File: src/rtl/raw_frame_assembler_pkg.sv
// raw_frame_assembler shared definitions.
// Default widths, counter sizing helper and FSM encodings.
package raw_frame_assembler_pkg;

  localparam int DEF_RAW_WIDTH      = 8;
  localparam int DEF_INPUT_CHANNELS = 4;
  localparam int DEF_MODE_WIDTH     = 2;
  localparam int DEF_LABEL_WIDTH    = 4;

  function automatic int ceilLog2(input int v);
    int r;
    r = 0;
    for (int i = 0; i < 31; i++) begin
      if ((1 << i) < v) r = i + 1;
    end
    return r;
  endfunction

  // a single-channel frame still needs a 1-bit counter vector
  function automatic int cntWidth(input int ch);
    return (ch > 1) ? ceilLog2(ch) : 1;
  endfunction

  typedef enum logic {
    RFA_COLLECT = 1'b0,
    RFA_FULL    = 1'b1
  } rfaState_t;

endpackage

File: src/rtl/raw_frame_assembler_if.sv
// raw_frame_assembler handshake bundles.
// Serial sample input and parallel frame output.
interface rfa_sample_if #(
  parameter int RAW_WIDTH   = raw_frame_assembler_pkg::DEF_RAW_WIDTH,
  parameter int MODE_WIDTH  = raw_frame_assembler_pkg::DEF_MODE_WIDTH,
  parameter int LABEL_WIDTH = raw_frame_assembler_pkg::DEF_LABEL_WIDTH
);
  logic                   SampleValid_SI;
  logic                   SampleReady_SO;
  logic                   FrameStart_SI;
  logic [RAW_WIDTH-1:0]   Sample_DI;
  logic [MODE_WIDTH-1:0]  ModeIn_SI;
  logic [LABEL_WIDTH-1:0] LabelIn_DI;

  modport master (
    output SampleValid_SI, FrameStart_SI, Sample_DI,
    output ModeIn_SI, LabelIn_DI,
    input  SampleReady_SO
  );

  modport slave (
    input  SampleValid_SI, FrameStart_SI, Sample_DI,
    input  ModeIn_SI, LabelIn_DI,
    output SampleReady_SO
  );
endinterface

interface rfa_frame_if #(
  parameter int RAW_WIDTH      = raw_frame_assembler_pkg::DEF_RAW_WIDTH,
  parameter int INPUT_CHANNELS = raw_frame_assembler_pkg::DEF_INPUT_CHANNELS,
  parameter int MODE_WIDTH     = raw_frame_assembler_pkg::DEF_MODE_WIDTH,
  parameter int LABEL_WIDTH    = raw_frame_assembler_pkg::DEF_LABEL_WIDTH
);
  logic                                ValidOut_SO;
  logic                                ReadyIn_SI;
  logic [RAW_WIDTH*INPUT_CHANNELS-1:0] Raw_DO;
  logic [MODE_WIDTH-1:0]               ModeOut_SO;
  logic [LABEL_WIDTH-1:0]              LabelOut_DO;

  modport master (
    output ValidOut_SO, Raw_DO, ModeOut_SO, LabelOut_DO,
    input  ReadyIn_SI
  );

  modport slave (
    input  ValidOut_SO, Raw_DO, ModeOut_SO, LabelOut_DO,
    output ReadyIn_SI
  );
endinterface

File: src/rtl/raw_frame_assembler_frame_output_reg.sv
// frame_output_reg: one-entry valid/ready holding register.
// Accepts a new word whenever empty or draining this cycle.
module frame_output_reg #(
  parameter int WIDTH = 8
) (
  input  logic             Clk_CI,
  input  logic             Reset_RBI,
  input  logic             LoadValid_SI,
  output logic             LoadReady_SO,
  input  logic [WIDTH-1:0] LoadData_DI,
  output logic             Valid_SO,
  input  logic             Ready_SI,
  output logic [WIDTH-1:0] Data_DO
);

  logic load;

  assign LoadReady_SO = !Valid_SO || Ready_SI;
  assign load         = LoadValid_SI && LoadReady_SO;

  // hold data until consumed; refill on the draining edge
  always_ff @(posedge Clk_CI or negedge Reset_RBI) begin
    if (!Reset_RBI) begin
      Valid_SO <= 1'b0;
      Data_DO  <= '0;
    end else if (load) begin
      Valid_SO <= 1'b1;
      Data_DO  <= LoadData_DI;
    end else if (Ready_SI) begin
      Valid_SO <= 1'b0;
    end
  end

endmodule

File: src/rtl/raw_frame_assembler.sv
// raw_frame_assembler: serial channel samples to parallel frames.
// Gathers the next frame while the previous one waits downstream.
module raw_frame_assembler
  import raw_frame_assembler_pkg::*;
#(
  parameter int RAW_WIDTH      = DEF_RAW_WIDTH,
  parameter int INPUT_CHANNELS = DEF_INPUT_CHANNELS,
  parameter int MODE_WIDTH     = DEF_MODE_WIDTH,
  parameter int LABEL_WIDTH    = DEF_LABEL_WIDTH
) (
  input  logic       Clk_CI,
  input  logic       Reset_RBI,
  rfa_sample_if.slave sampleIf,
  rfa_frame_if.master frameIf,
  output logic       FrameErr_SO
);

  localparam int CNT_W   = cntWidth(INPUT_CHANNELS);
  localparam int FRAME_W = RAW_WIDTH * INPUT_CHANNELS;
  localparam int OUT_W   = MODE_WIDTH + LABEL_WIDTH + FRAME_W;
  localparam logic [CNT_W-1:0] LAST_IDX = CNT_W'(INPUT_CHANNELS - 1);

  rfaState_t                                state;
  logic [CNT_W-1:0]                         cnt;
  logic [INPUT_CHANNELS-1:0][RAW_WIDTH-1:0] slots;
  logic [MODE_WIDTH-1:0]                    asmMode;
  logic [LABEL_WIDTH-1:0]                   asmLabel;
  logic                                     sampleReady;

  logic                                     accept;
  logic [CNT_W-1:0]                         idx;
  logic                                     lastSample;
  logic [INPUT_CHANNELS-1:0][RAW_WIDTH-1:0] slotsNext;
  logic [MODE_WIDTH-1:0]                    modeNext;
  logic [LABEL_WIDTH-1:0]                   labelNext;
  logic                                     loadValid;
  logic                                     loadReady;
  logic [OUT_W-1:0]                         loadData;
  logic [OUT_W-1:0]                         outData;

  assign accept     = sampleIf.SampleValid_SI && sampleReady;
  assign idx        = sampleIf.FrameStart_SI ? '0 : cnt;
  assign lastSample = (idx == LAST_IDX);

  assign sampleIf.SampleReady_SO = sampleReady;

  // frame as it will look after this cycle's sample lands
  always_comb begin
    slotsNext = slots;
    modeNext  = asmMode;
    labelNext = asmLabel;
    if (accept) begin
      slotsNext[idx] = sampleIf.Sample_DI;
      if (idx == '0) begin
        modeNext  = sampleIf.ModeIn_SI;
        labelNext = sampleIf.LabelIn_DI;
      end
    end
  end

  // a parked frame takes priority; in FULL no sample is accepted
  assign loadValid = (state == RFA_FULL) || (accept && lastSample);
  assign loadData  = {modeNext, labelNext, slotsNext};

  // assembly FSM with registered ready and resync pulse
  always_ff @(posedge Clk_CI or negedge Reset_RBI) begin
    if (!Reset_RBI) begin
      state       <= RFA_COLLECT;
      cnt         <= '0;
      slots       <= '0;
      asmMode     <= '0;
      asmLabel    <= '0;
      sampleReady <= 1'b0;
      FrameErr_SO <= 1'b0;
    end else begin
      FrameErr_SO <= accept && sampleIf.FrameStart_SI
                     && (cnt != '0);
      slots       <= slotsNext;
      asmMode     <= modeNext;
      asmLabel    <= labelNext;
      unique case (state)
        RFA_COLLECT: begin
          sampleReady <= 1'b1;
          if (accept) begin
            if (lastSample) begin
              cnt <= '0;
              if (!loadReady) begin
                state       <= RFA_FULL;
                sampleReady <= 1'b0;
              end
            end else begin
              cnt <= idx + CNT_W'(1);
            end
          end
        end
        RFA_FULL: begin
          sampleReady <= 1'b0;
          if (loadReady) begin
            state       <= RFA_COLLECT;
            sampleReady <= 1'b1;
          end
        end
      endcase
    end
  end

  frame_output_reg #(
    .WIDTH(OUT_W)
  ) u_outReg (
    .Clk_CI       (Clk_CI),
    .Reset_RBI    (Reset_RBI),
    .LoadValid_SI (loadValid),
    .LoadReady_SO (loadReady),
    .LoadData_DI  (loadData),
    .Valid_SO     (frameIf.ValidOut_SO),
    .Ready_SI     (frameIf.ReadyIn_SI),
    .Data_DO      (outData)
  );

  assign {frameIf.ModeOut_SO, frameIf.LabelOut_DO, frameIf.Raw_DO} = outData;

endmodule

File: src/flat_wrapper.sv
// flat-port wrapper written by rule: the top's interface ports become plain ports
module raw_frame_assembler_flat import raw_frame_assembler_pkg::*;
#(
  parameter int RAW_WIDTH      = DEF_RAW_WIDTH,
  parameter int INPUT_CHANNELS = DEF_INPUT_CHANNELS,
  parameter int MODE_WIDTH     = DEF_MODE_WIDTH,
  parameter int LABEL_WIDTH    = DEF_LABEL_WIDTH
)
  (Clk_CI, Reset_RBI, FrameErr_SO, sampleIf_SampleValid_SI, sampleIf_FrameStart_SI, sampleIf_Sample_DI, sampleIf_ModeIn_SI, sampleIf_LabelIn_DI, sampleIf_SampleReady_SO, frameIf_ValidOut_SO, frameIf_Raw_DO, frameIf_ModeOut_SO, frameIf_LabelOut_DO, frameIf_ReadyIn_SI);
  rfa_sample_if #(.RAW_WIDTH(RAW_WIDTH), .MODE_WIDTH(MODE_WIDTH), .LABEL_WIDTH(LABEL_WIDTH)) sampleIf_i ();
  rfa_frame_if #(.RAW_WIDTH(RAW_WIDTH), .INPUT_CHANNELS(INPUT_CHANNELS), .MODE_WIDTH(MODE_WIDTH), .LABEL_WIDTH(LABEL_WIDTH)) frameIf_i ();
  input  logic Clk_CI;
  input  logic Reset_RBI;
  output logic FrameErr_SO;
  input wire logic [$bits(sampleIf_i.SampleValid_SI)-1:0] sampleIf_SampleValid_SI;
  input wire logic [$bits(sampleIf_i.FrameStart_SI)-1:0] sampleIf_FrameStart_SI;
  input wire logic [$bits(sampleIf_i.Sample_DI)-1:0] sampleIf_Sample_DI;
  input wire logic [$bits(sampleIf_i.ModeIn_SI)-1:0] sampleIf_ModeIn_SI;
  input wire logic [$bits(sampleIf_i.LabelIn_DI)-1:0] sampleIf_LabelIn_DI;
  output wire logic [$bits(sampleIf_i.SampleReady_SO)-1:0] sampleIf_SampleReady_SO;
  output wire logic [$bits(frameIf_i.ValidOut_SO)-1:0] frameIf_ValidOut_SO;
  output wire logic [$bits(frameIf_i.Raw_DO)-1:0] frameIf_Raw_DO;
  output wire logic [$bits(frameIf_i.ModeOut_SO)-1:0] frameIf_ModeOut_SO;
  output wire logic [$bits(frameIf_i.LabelOut_DO)-1:0] frameIf_LabelOut_DO;
  input wire logic [$bits(frameIf_i.ReadyIn_SI)-1:0] frameIf_ReadyIn_SI;
  assign sampleIf_i.SampleValid_SI = sampleIf_SampleValid_SI;
  assign sampleIf_i.FrameStart_SI = sampleIf_FrameStart_SI;
  assign sampleIf_i.Sample_DI = sampleIf_Sample_DI;
  assign sampleIf_i.ModeIn_SI = sampleIf_ModeIn_SI;
  assign sampleIf_i.LabelIn_DI = sampleIf_LabelIn_DI;
  assign sampleIf_SampleReady_SO = sampleIf_i.SampleReady_SO;
  assign frameIf_ValidOut_SO = frameIf_i.ValidOut_SO;
  assign frameIf_Raw_DO = frameIf_i.Raw_DO;
  assign frameIf_ModeOut_SO = frameIf_i.ModeOut_SO;
  assign frameIf_LabelOut_DO = frameIf_i.LabelOut_DO;
  assign frameIf_i.ReadyIn_SI = frameIf_ReadyIn_SI;
  raw_frame_assembler #(.RAW_WIDTH(RAW_WIDTH), .INPUT_CHANNELS(INPUT_CHANNELS), .MODE_WIDTH(MODE_WIDTH), .LABEL_WIDTH(LABEL_WIDTH)) u_core (.Clk_CI(Clk_CI), .Reset_RBI(Reset_RBI), .sampleIf(sampleIf_i), .frameIf(frameIf_i), .FrameErr_SO(FrameErr_SO));
endmodule
File: config.mk
export PLATFORM = sky130hd
export DESIGN_NAME = raw_frame_assembler_flat
export DESIGN_NICKNAME = d
export VERILOG_FILES = /design/src/rtl/raw_frame_assembler_pkg.sv /design/src/rtl/raw_frame_assembler_if.sv /design/src/rtl/raw_frame_assembler_frame_output_reg.sv /design/src/rtl/raw_frame_assembler.sv /design/src/flat_wrapper.sv
export SDC_FILE = /design/constraint.sdc
export NUM_CORES = 1
export LEC_CHECK = 0
export CAP_MARGIN = 20
export CORE_MARGIN = 2
export CORE_UTILIZATION = 53
export DETAILED_ROUTE_END_ITERATION = 10
export PLACE_DENSITY = 0.79
export SETUP_SLACK_MARGIN = 0.5
export SYNTH_ARGS = -nofsm -noshare
export SYNTH_HDL_FRONTEND = slang
export SYNTH_SLANG_ARGS = --single-unit
File: constraint.sdc
create_clock -name Clk_CI -period 3.2 [get_ports Clk_CI]
set_input_delay 0.32 -clock Clk_CI [delete_from_list [all_inputs] [get_ports Clk_CI]]
set_output_delay 0.32 -clock Clk_CI [all_outputs]
set_load 0.01 [all_outputs]
== Word-level counts from Yosys, hierarchy flattened ==
Index checks and enable logic that the tools add are counted.
Word-level totals
  logic and storage cells: 50
  register bits: 82
Cells by class
  $lt $le $gt $ge: 2
  add/subtract/negate cells: 1
  reductions and logical operators: 13
  multiplexer cells: 20
  bitwise operators: 1
  eq/ne operators: 1
Operator list (count)
  bitwise mux 32 bit: 1
  2-to-1 mux 32 bit: 1
  demux 8 bit (select 2 bit): 1
  2-to-1 mux 1 bit: 8
  2-to-1 mux 2 bit: 4
  2-to-1 mux 4 bit: 2
  2-to-1 mux 8 bit: 1
  logical AND 1 bit: 6
  case mux 1 bit (2 select lines): 2
  nonzero test 2 bit: 2
  less-than comparator 2 x 3 -> 1 bit, second input constant: 1
  adder 2 x 1 -> 2 bit, second input constant: 1
  == test 2 bit, second input constant: 1
  >= comparator 2 x 1 -> 1 bit, second input constant: 1
  zero test 2 bit: 1
  logical OR 1 bit: 2
  AND reduction 2 bit: 1
  zero test 1 bit: 1
  NOT 1 bit: 1

== Logic depth before layout (Yosys ltp) ==
  depth in word-level cells: 7
  depth in mapped cells: 7
  depth with buffers taken out: 6

== Cells and area by module ==
A second synthesis with hierarchy kept.
Second synthesis, totals
  cell total of the unflattened synthesis: 185
  area, all modules: 3195.6 um^2
By module, submodules not included
  raw_frame_assembler: cells each 101, seq. area each 1076.0 um^2, instances 1, area an instance 1644.1 um^2
  frame_output_reg: cells each 84, seq. area each 975.9 um^2, instances 1, area an instance 1551.5 um^2

== Worst setup path after synthesis ==
No wires, ideal clock.
  kind: reg2reg
  start point: register u_core.cnt[0]
  end point: register u_core.u_outReg.Data_DO[4]
  path buffers: 1
  setup slack: 1416 ps
  data required time: 3075 ps
  library setup time: 125 ps
  period minus slack after synthesis: 1784 ps
  stages on the path, launching flop included: 8
  arrival: 1659 ps
  path through: dfrtp_1 nor2b_1 inv_1 ha_1 nand3_4 buf_6 mux2_4 mux2_4
RTL lines
  start: declaration: line raw_frame_assembler.sv:24  | logic [CNT_W-1:0] cnt;
  start signal: assignment: line raw_frame_assembler.sv:92  | cnt <= idx + CNT_W'(1);
  end signal: assignment: line raw_frame_assembler_frame_output_reg.sv:28  | Data_DO <= LoadData_DI;
  end: declaration: line raw_frame_assembler_frame_output_reg.sv:13  | output logic [WIDTH-1:0] Data_DO

== Final worst setup path ==
  start point: input sampleIf_FrameStart_SI
  end point: register u_core.u_outReg.Data_DO[27]
On the way
  longest elaborated chain between the ends: 7
  elaborated cells on any way between the ends: 12
  those cells by class: order compare: 2; eq/ne: 1; mux: 5; reduce/logical: 4
RTL lines
  start: declaration: line flat_wrapper.sv:16  | input wire logic [$bits(sampleIf_i.FrameStart_SI)-1:0] sampleIf_FrameStart_SI;
  2-to-1 mux 2 bit (*): line raw_frame_assembler.sv:42  | assign idx = sampleIf.FrameStart_SI ? '0 : cnt;
  less-than comparator 2 x 3 -> 1 bit (not written as such) / >= comparator 2 x 1 -> 1 bit (equally long branches): line raw_frame_assembler.sv:53  | slotsNext[idx] = sampleIf.Sample_DI;
  logical AND 1 bit (not written as such): line raw_frame_assembler.sv:53
  2-to-1 mux 8 bit (not written as such): line raw_frame_assembler.sv:53
  demux 8 bit (select 2 bit)
  bitwise mux 32 bit: line raw_frame_assembler.sv:53
  2-to-1 mux 32 bit: line raw_frame_assembler.sv:52  | if (accept) begin
Every way passes the cells marked *; elsewhere a longest branch is shown, timed or not.
A chain may end at the register's enable or synchronous reset.

==> impl_metrics.tcl <==
set metrics [dict create \
    clk_root_buffer_cell "sky130_fd_sc_hd__clkbuf_8" \
    cts_sinks 82 \
    placement.setup.worst_slack_ns 0.863 \
    pin_count_of_the_biggest_net_entering_global_routing 83 \
    endpoint_kind "flop" \
    row_count 28 \
    number_of_levels_in_the_clock_h_tree 3 \
    synthesized_net_count 211 \
    grt_antenna_before_repair 0 \
    slowest_delay_ns 0.45 \
    netlist_area_um2 3320 \
    r2r.worst_path.cells 6 \
    power.share.switching_pct 26.0 \
    cap_viol_max_count 0 \
    worst-setup-path-type "in2reg" \
    dr.pass1.iters 4 \
    worst_clk_skew_ns 0.00532 \
    diodes 0 \
    outcome "finished, final reports clean" \
    seqPwrFrac_pct 44.4 \
    areaGrowthSynthToFinish_pct 26.2 \
    antenna_violating_nets_left 0 \
    rrSetupSlack_ns 1.23 \
    first_global_vias 1824 \
    route.final.wire_length_um 5880 \
    die_h_um 83.2 \
    finalCritPeriodShare_pct 62.5 \
    slew-limit-headroom_pct 69.8 \
    achievable-frequency_mhz 500 \
    final_layout_size_suffix_gt1_share_pct 38.4 \
    final-max-slew-violation-count 0 \
    power.density_cell_area_nw_per_um2 880 \
    critical_path.top_delay_family "buffers and inverters" \
    drt-initial-drc-count 53 \
    detail_route.drc_violations 0 \
    power_report.internal_total_uw 2730 \
    syn-instance-count 188 \
    worstHoldPathType "in2async" \
    timing.final.crit_period_ns 2.00 \
    placeableCoreArea_um2 5990 \
    gp_routability_congestion 0.723 \
    via_count 1753 \
    grt.total_usage_pct 18.5 \
    clock_path_buffers 2 \
    grt_setup_unrepaired "false" \
    comb_power_share_pct 34.6 \
    worstPathArrival_ns 2.24 \
    ys_warn_count 0 \
    slew_at_the_pin_with_the_worst_max_slew_slack_ns 0.451 \
    die-area_um2 6920 \
    synth_seq_cells 82 \
    cts_made_buffers 9 \
    average_instance_area_after_synthesis_um2 17.7 \
    final_net_count 277 \
    yosys.cell_types.count 16 \
    half_perimeter_wire_length_of_the_detailed_placement_result_um 3610 \
    start_kind "input port" \
    route.detailed.vias_per_inst 5.26 \
    placement.io_buffers 59 \
    path_cells "clkdlybuf4s50_1 > nor2b_1 > ha_1 > a31oi_4 > nor2b_4 > buf_12 > mux2_2" \
    num_io_pins 60 \
    share_clk_of_total_power_pct 21.0 \
    first_pass_grt_wire_length_um 9780 \
    crit_cells 7 \
    timing.critical_path.slowest_stage_cell "sky130_fd_sc_hd__clkdlybuf4s50_1" \
    synth-seq-area-share_pct 61.7 \
    clkLatencyLatePin_ns 0.35 \
    tritoncts "yes" \
    switchingPower_uw 960 \
    commonest_non_fill_non_tap_cells_in_the_layout "82 x sky130_fd_sc_hd__dfrtp_1, 58 x sky130_fd_sc_hd__clkdlybuf4s50_1, 42 x sky130_fd_sc_hd__mux2_2, 36 x sky130_fd_sc_hd__mux2_4, 9 x sky130_fd_sc_hd__clkbuf_8" \
    path_max_fanout 38 \
    detail_route.wl_per_cell_um 17.7 \
    post_cts_repair_resize_count 0 \
    die_width_um 83.2 \
    cts.hold.buffers_added 0 \
    required_ns 3.44 \
    worst_setup_hold_path_clk_slew_ns 0.08 \
    postCtsSetupRepairBufs 0 \
    timing.setup.tns_ns 0 \
    globalRouteOverflowTotal 0 \
    number_of_buffers_and_inverters_on_the_critical_path 2 \
    leakage_uw 0.00188 \
    start_util_pct 55.5 \
    mostFrequentLayoutCell "sky130_fd_sc_hd__dfrtp_1" \
    power.ir.vdd_worst_v 0.000583 \
    setup_slack_ns 1.20 \
    hold_viol 0 \
    report.final.setup_viol 0 \
]
[synthesized netlist by cell type, drive strengths merged]
library cell | number | area [um2]
ha | 4 | 50.1
o2111a | 1 | 11.3
nand3 | 4 | 47.6
nor2 | 2 | 7.51
nand2b | 1 | 6.26
buf | 7 | 75.1
mux2 | 78 | 1010
nand2 | 2 | 7.51
nor2b | 3 | 21.3
a31oi | 1 | 21.3
inv | 3 | 11.3
dfrtp | 82 | 2050
[power groups by stage]
stage | clock network [uW] | registers [uW] | logic (uW)
after floorplan | 0 | 1720 | 596
after global placement | 0 | 1640 | 1250
after detailed placement | 0 | 1650 | 1280
after CTS | 797 | 1640 | 1290
after global routing | 839 | 1690 | 1370
final | 777 | 1640 | 1280
[per-layer routing]
layer | track usage [%] | vias to the layer above | share of wire, %
met3 | 6.66 | 6 | 4.4
met2 | 26.5 | 42 | 48
met5 | 0 | - | 0
met1 | 26.0 | 911 | 47
met4 | 6.71 | 0 | 1.0
li1 | - | 794 | -
[final timing paths]
| kind | start | endpoint |
|---|---|---|
| max | sampleIf_FrameStart_SI | u_core.u_outReg.Data_DO[27]$_DFFE_PN0P_ |
| min | Reset_RBI | u_core.u_outReg.Data_DO[34]$_DFFE_PN0P_ |
| max reg2reg | u_core.cnt[1]$_DFFE_PN0P_ | u_core.u_outReg.Data_DO[27]$_DFFE_PN0P_ |
| min reg2reg | u_core.slots[30]$_DFF_PN0_ | u_core.slots[30]$_DFF_PN0_ |
| max in group asynchronous | Reset_RBI | u_core.slots[25]$_DFF_PN0_ |
| min in group Clk_CI | u_core.slots[30]$_DFF_PN0_ | u_core.slots[30]$_DFF_PN0_ |
[layout make-up]
class                           instances  area, um2
Clock buffer                           12        135
Inverter                                3       11.3
Fill cell                             409       1800
Clock inverter                          3       65.1
Tap cell                               75       93.8
Timing Repair Buffer                   62        646
Multi-Input combinational cell         96       1190
Sequential cell                        82       2050
[sequential cells by signal, indices dropped and copies added, names as in the netlist]
register and count:
u_core.sampleIf.SampleReady_SO 1, u_core.asmMode 2, u_core.FrameErr_SO 1, u_core.u_outReg.Data_DO 38, u_core.u_outReg.Valid_SO 1, u_core.asmLabel 4
u_core.cnt 2, u_core.slots 32, u_core.state 1
[logic make-up (layout without fill, tap and decap cells)]
| kind of cell | Yosys count | count (layout) | share of synthesized area (%) |
|---|---|---|---|
| multiplexers | 78 | 78 | 30.5 |
| buffers and inverters | 10 | 80 | 2.60 |
| adder cells (fa/ha/maj) | 4 | 4 | 1.51 |
| flip-flops | 82 | 82 | 61.7 |
| AO/OA/AOI/OAI | 2 | 2 | 0.979 |
| AND/OR/NAND/NOR | 12 | 12 | 2.71 |
[per-stage QoR]
stage | utilization, % | area, um2 | hold WS [ns] | cells | power (uW)
floorplan | - | 3320 | 0.0244 | 188 | 2310
global placement | 66.0 | 3960 | 0.475 | 316 | 2890
detailed placement | 66.0 | 3960 | 0.481 | 316 | 2930
CTS | 69.4 | 4160 | 0.168 | 331 | 3730
global route | 70.0 | 4190 | 0.330 | 333 | 3890
finish | 70.0 | 4190 | 0.337 | 333 | 3690
(Power assumes the default switching activity.)
